--- src/rtl/pulse_train_generator.sv ---
`default_nettype none
// ============================================================================
// Module   : pulse_train_generator
// Brief    : Periodic unit-impulse excitation source; the pitch period and
//            frame length are re-sampled only at LPC frame boundaries.
// Revision : 1.0 - initial release
// ============================================================================
module pulse_train_generator #(
  parameter logic signed [15:0] AMPLITUDE = 16'sh4000
) (
  input  logic               clk,
  input  logic               rst,
  input  logic [15:0]        pulserate,
  input  logic [15:0]        lpcrate,
  output logic signed [15:0] pulseout
);

  logic [15:0] r_frame_cnt;
  logic [15:0] r_pitch_cnt;
  logic [15:0] r_period_q;
  logic [15:0] r_len_q;

  logic        w_frame_start;
  logic [15:0] w_eff_period;
  logic [15:0] w_eff_len;
  logic [16:0] w_pitch_inc;
  logic [16:0] w_frame_inc;
  logic        w_pitch_wrap;
  logic        w_frame_wrap;
  logic        w_pulse;

  // Live inputs are only honoured on the frame-start cycle; otherwise the
  // values latched at the last frame start govern.
  assign w_frame_start = (r_frame_cnt == 16'd0);
  assign w_eff_period  = w_frame_start ? pulserate : r_period_q;
  assign w_eff_len     = w_frame_start ? lpcrate   : r_len_q;

  // 17-bit compares; >= also folds a counter already past a newly shortened
  // period back to zero.
  assign w_pitch_inc  = {1'b0, r_pitch_cnt} + 17'd1;
  assign w_frame_inc  = {1'b0, r_frame_cnt} + 17'd1;
  assign w_pitch_wrap = (w_eff_period == 16'd0) || (w_pitch_inc >= {1'b0, w_eff_period});
  assign w_frame_wrap = (w_eff_len != 16'd0) && (w_frame_inc >= {1'b0, w_eff_len});
  assign w_pulse      = (r_pitch_cnt == 16'd0) && (w_eff_period != 16'd0);

  always_ff @(posedge clk or posedge rst) begin
    if (rst) begin
      r_frame_cnt <= 16'd0;
      r_pitch_cnt <= 16'd0;
      r_period_q  <= 16'd0;
      r_len_q     <= 16'd0;
      pulseout    <= 16'sd0;
    end else begin
      pulseout <= w_pulse ? AMPLITUDE : 16'sd0;

      if (w_frame_start) begin
        r_period_q <= pulserate;
        r_len_q    <= lpcrate;
      end

      r_pitch_cnt <= w_pitch_wrap ? 16'd0 : w_pitch_inc[15:0];
      // Length 0 falls through to the natural 16-bit wrap: a 65536-clock frame.
      r_frame_cnt <= w_frame_wrap ? 16'd0 : w_frame_inc[15:0];
    end
  end

endmodule
`default_nettype wire

--- config.mk ---
export PLATFORM = sky130hd
export DESIGN_NAME = pulse_train_generator
export DESIGN_NICKNAME = d
export VERILOG_FILES = /design/src/rtl/pulse_train_generator.sv
export SDC_FILE = /design/constraint.sdc
export NUM_CORES = 1
export LEC_CHECK = 0
export BUFFER_PORTS_ARGS = -buffer_cell sky130_fd_sc_hd__buf_2
export CORE_UTILIZATION = 59
export DETAILED_ROUTE_END_ITERATION = 12
export PLACE_DENSITY_LB_ADDON = 0.2
export SLEW_MARGIN = 20
export SYNTH_ARGS = -nofsm -noshare
export SYNTH_HDL_FRONTEND = slang
export SYNTH_SLANG_ARGS = --single-unit
--- constraint.sdc ---
create_clock -name clk -period 3.48 [get_ports clk]
set_input_delay 0 -clock clk [delete_from_list [all_inputs] [get_ports clk]]
set_output_delay 0 -clock clk [all_outputs]
set_load 0.03 [all_outputs]
; ---- Yosys cells after proc, flatten, opt, wreduce, memory -nomap -nowiden
; Cells that the tools add are included.
[word_totals]
reg_bits = 79
inputBits = 34
out_inout_bits = 16
elab_cells = 22
[classes]
n_addsub = 2
order_cmp = 2
mux = 5
n_reduce_logical = 8
[ops]
columns = op, count
row1 = 2-to-1 mux 16 bit, 4
row2 = zero test 16 bit, 3
row3 = "adder 16 x 1 -> 17 bit, second input constant", 2
row4 = greater-or-equal comparator 17 x 16 -> 1 bit, 2
row5 = nonzero test 16 bit, 2
row6 = 2-to-1 mux 15 bit, 1
row7 = logical AND 1 bit, 2
row8 = logical OR 1 bit, 1

; ---- Longest topological paths before layout
[depth]
ltp_word = 5
ltp_mapped = 14
depth_no_buf = 12

; ---- Worst setup path before layout
; OpenSTA, ideal clock, no wires.
[synth_path]
kind = reg-to-reg
startpoint = reg r_frame_cnt[0]
endpoint = reg r_frame_cnt[10]
setup_time_ns = 0.124
arrival_ns = 3.062
t_required_ns = 3.356
path_slack_ns = 0.294
stages_incl_launch_ff = 14
path_buffers = 2
synth_period_minus_slack_ns = 3.186
cell_sequence = dfrtp_1 inv_1 ha_1 nor4b_2 nand4_2 buf_4 mux2_1 ha_1 nand2b_1 a21oi_1 o21a_1 o41ai_2 clkbuf_2 o21ai_1
[synth_via]
elab_chain_len = 5
elab_cells_between_ends = 7
classes_between = 1 x add/sub / 1 x order compare / 2 x mux / 3 x reduce/logical
[synth_lines]
columns = item, line_no
row1 = "start, declared", 18  ; logic [15:0] r_frame_cnt;
row2 = "start signal, assigned", 63  ; r_frame_cnt <= w_frame_wrap ? 16'd0 : w_frame_inc[15:0];
row3 = zero test 16 bit (*), 34  ; assign w_frame_start = (r_frame_cnt == 16'd0);
row4 = 2-to-1 mux 16 bit (*), n/a
row5 = via w_eff_len[0], 25  ; logic [15:0] w_eff_len;
row6 = greater-or-equal comparator 17 x 16 -> 1 bit / nonzero test 16 bit (equally long branches), 43  ; assign w_frame_wrap = (w_eff_len != 16'd0) && (w_frame_inc >= {1'b0, w_eff_len});
row7 = logical AND 1 bit (*), 43
row8 = 2-to-1 mux 16 bit (*), 63
; The timed path passes the listed nets; every way through them passes the cells marked *.

; ---- Final worst setup path
[layout_path]
startpoint = reg r_frame_cnt[0]
endpoint = reg r_pitch_cnt[15]
[layout_via]
elab_chain_len = 5
elab_cells_between_ends = 6
classes_between = 1 x order compare / 2 x mux / 3 x reduce/logical
[layout_lines]
columns = item, line_no
row1 = zero test 16 bit (*), 34
row2 = 2-to-1 mux 16 bit (*), n/a
row3 = greater-or-equal comparator 17 x 16 -> 1 bit / zero test 16 bit (equally long branches), 42  ; assign w_pitch_wrap = (w_eff_period == 16'd0) || (w_pitch_inc >= {1'b0, w_eff_period});
row4 = logical OR 1 bit (*), 42
row5 = 2-to-1 mux 16 bit (*), 61  ; r_pitch_cnt <= w_pitch_wrap ? 16'd0 : w_pitch_inc[15:0];
row6 = "end signal, assigned", 61
row7 = "end, declared", 19  ; logic [15:0] r_pitch_cnt;
; Mark *: on every way between the ends. The rest lies on a longest branch, timed or not.

==> impl_metrics.yaml <==
timing:
  finalCritPeriodShare: 0.9449
  setup_viol: 0
  slew_headroom: 0.3724
  clock_skew_ns: 0.009734
  finalHoldViolations: 0
  fin_crit_ns: 3.288
  final_max_slew_viol_count: 0
  hold_slack_ns: 0.4104
  max_freq_mhz: 304.1
  worst_slew_pin_slew_ns: 0.9400
yosys:
  synthArstFlopShare: 1.000
  synth-seq-cells: 65
  synthFlopType: "dfrtp_1"
  seq_area_frac_synth: 0.3883
  ys_warn_count: 0
  synthDominantCellAreaShare: 0.3883
  synth_area_leader_cell: "dfrtp_1"
  syn_area_um2: 4189
  synth-edff-count: 0
  yosysUniqueCellTypes: 44
  synth_cells: 423
  syn_area_per_cell_um2: 9.903
  yosys-top-cells-area: "dfrtp_1 (39%), ha_1 (11%), mux2i_1 (6.7%)"
floorplanning:
  start_util: 0.6132
  die-area_um2: 7441
  chipWidth_um: 86.26
  rows: 30
  core-area_um2: 6832
  die_y_um: 86.26
  ioPinCount: 50
place:
  dp_hpwl_mm: 7.018
  port_buffers: 34
  gp_congestion: 0.8731
  dp.cells: 553
setup_path:
  endpoint_kind: "register"
  worst_path_max_delay_cell: "or4b_1"
  max_stage_delay_ns: 0.50
  cp.required_ns: 3.73
  cpMostUsedCell: "ha_1"
  cp.arrival_ns: 3.54
  start_kind: "register"
  crit_path_cell_trace: "inv_1 > ha_1 > nor4b_2 > nand4_2 > buf_12 > mux2i_2 > ha_1 > a21oi_1 > o22ai_1 > or4b_1 > a31o_4 > nor3b_1"
  critPathMaxFanout: 16
  crit_type: "register to register"
global_route:
  grt_max_degree: 44
  grt.busiest_layer: "met2"
  grt_use_met2: 0.4437
  grt_overflow: 0
  track_usage: 0.2817
  use_met1: 0.3931
  grt_pass1_vias: 3350
  grt_pass1_wl_mm: 16.01
  antenna_found_initial: 0
  use_met3: 0.05143
cts:
  cts_tree: "done"
  clock_path_buffers: 2
  clock-sinks: 65
  clk_pin_slew_ns: 0.08
  cts_root_buffer: "clkbuf_8"
  htreeDepth: 3
  clock_latency_ns: 0.34
  numCtsBuffers: 9
pwr:
  sw_frac_of_total: 0.3826
  internal_power_uw: 2042
  seq_power_share: 0.373
  ir_drop_uv: 295.0
  power.switching_uw: 1265
  pwr_density_cell_nw_per_um2: 646.3
  fin_total_pwr_uw: 3308
  leakage_uw: 0.002690
  power_frac_clock: 0.241
  combPwrFrac: 0.386
detailed_routing:
  drc_errors: 0
  via_per_inst: 5.838
  routedWlPerCell_um: 17.15
  via_count: 3538
  drt_iter0_drc: 221
  drt_first_pass_iters: 5
  postRouteAntennaNets: 0
  finalWirelength_mm: 10.39
finish:
  antennaDiodeCount: 0
  fin_cells: 606
  fin_nets: 575
  area_delta_synth_final_pct: 22.16
  nFillCells: 442
  drive_gt1_frac: 0.1863
outcome:
  status: "completed"
flow_run:
  drv_cap: 0
min_path:
  hold_path.class: "input port to asynchronous set/reset pin"
==> synth_stat cells (2+ instances only) <==
library cell / number
o21ai_1: 12
nor4_2: 6
nor4_1: 23
buf_2: 3
inv_1: 39
nor3b_1: 6
nand4_2: 2
buf_4: 17
and3_1: 4
clkbuf_1: 3
xnor2_1: 11
nand3_1: 35
mux2_2: 3
xor2_1: 17
ha_1: 36
nand2_1: 31
a21oi_1: 12
nor3_1: 10
nand4_1: 10
mux2_1: 2
nor3b_2: 8
mux2i_1: 28
a21o_1: 4
o21ai_0: 7
nor2_1: 9
dfrtp_1: 65
nand2b_1: 3
==> critical path: cells and delay by family (launching register included) <==
kind / cells / cell delay (ns)
simple gates: 4 / 1.15
flops: 1 / 0.38
buf+inv: 2 / 0.32
compound gates: 3 / 0.61
fa+ha+maj: 2 / 0.47
mux: 1 / 0.25
==> layer usage <==
metal	wire length [um]	vias up
met2	4742	145
met1	4833	1736
met4	185	0
li1	-	1639
met3	633	18
met5	0	-
==> power groups by stage <==
stage                     Clock (uW)  Sequential [uW]  Combinational [uW]
after floorplan                    0             1190                 857
after global placement             0             1220                1100
after detailed placement           0             1230                1160
after CTS                        797             1220                1210
after global routing             840             1260                1410
final                            797             1230                1280
==> layout by cell type (no fill, tap or decap), types with 15 or more instances in the layout <==
master,count
mux2i_1,26
conb_1,15
buf_2,34
ha_1,36
nand3_1,35
dfrtp_1,65
inv_1,38
dlygate4sd3_1,33
nor4_1,23
nand2_1,31
xor2_1,17
==> per-stage QoR <==
step	setup WS [ns]	area (um^2)	setup TNS, ns	util
after global routing	-0.01696	5117	-0.04090	0.7491
after global placement	0.2056	4457	0	0.6524
after CTS	0.01283	5031	0	0.7364
after floorplan	0.2940	4242	0	-
after detailed placement	0.07204	4457	0	0.6524
final	0.1918	5117	0	0.7491
==> logic make-up after synthesis <==
kind of cell | synth area share
simple gates | 0.2213
flops | 0.3883
buf+inv | 0.07646
compound gates | 0.06124
fa+ha+maj | 0.1075
mux | 0.08572
xor+xnor | 0.05854
other cells | 0.0008952
==> final timing paths <==
check | depth (start not counted) | startpoint | endpoint | slack, ns
max in group asynchronous | 4 | rst | r_period_q[1] | 2.21
setup / recovery | 12 | r_frame_cnt[0] | r_pitch_cnt[15] | 0.19
hold / removal | 3 | rst | r_pitch_cnt[8] | 0.41
min in group clk | 4 | lpcrate[3] | r_len_q[3] | 0.47
hold reg to reg | 2 | r_len_q[3] | r_len_q[3] | 0.54
setup reg to reg | 12 | r_frame_cnt[0] | r_pitch_cnt[15] | 0.19
==> sequential cells by signal, summed over array words and instances (netlist names) <==
register	cells
pulseout	1
r_pitch_cnt	16
r_period_q	16
r_frame_cnt	16
r_len_q	16
==> what timing repair did <==
action,4_1_cts,5_1_grt
hold buffers,33,0
setup buffers,0,3
setup endpoints to repair,0,28
hold endpoints to repair,74,0
resized for setup,0,6
==> area by class of cell <==
class	instances	area [um^2]	area share
inverters	40	150.1	0.02934
clock buffers	11	141.4	0.02763
clock inverters	5	102.6	0.02005
repair buffers	82	643.1	0.1257
multi-input cells	307	2333	0.4560
well taps	96	120.1	0.02347
flip-flops and latches	65	1627	0.3178
(Power assumes the default switching activity.)
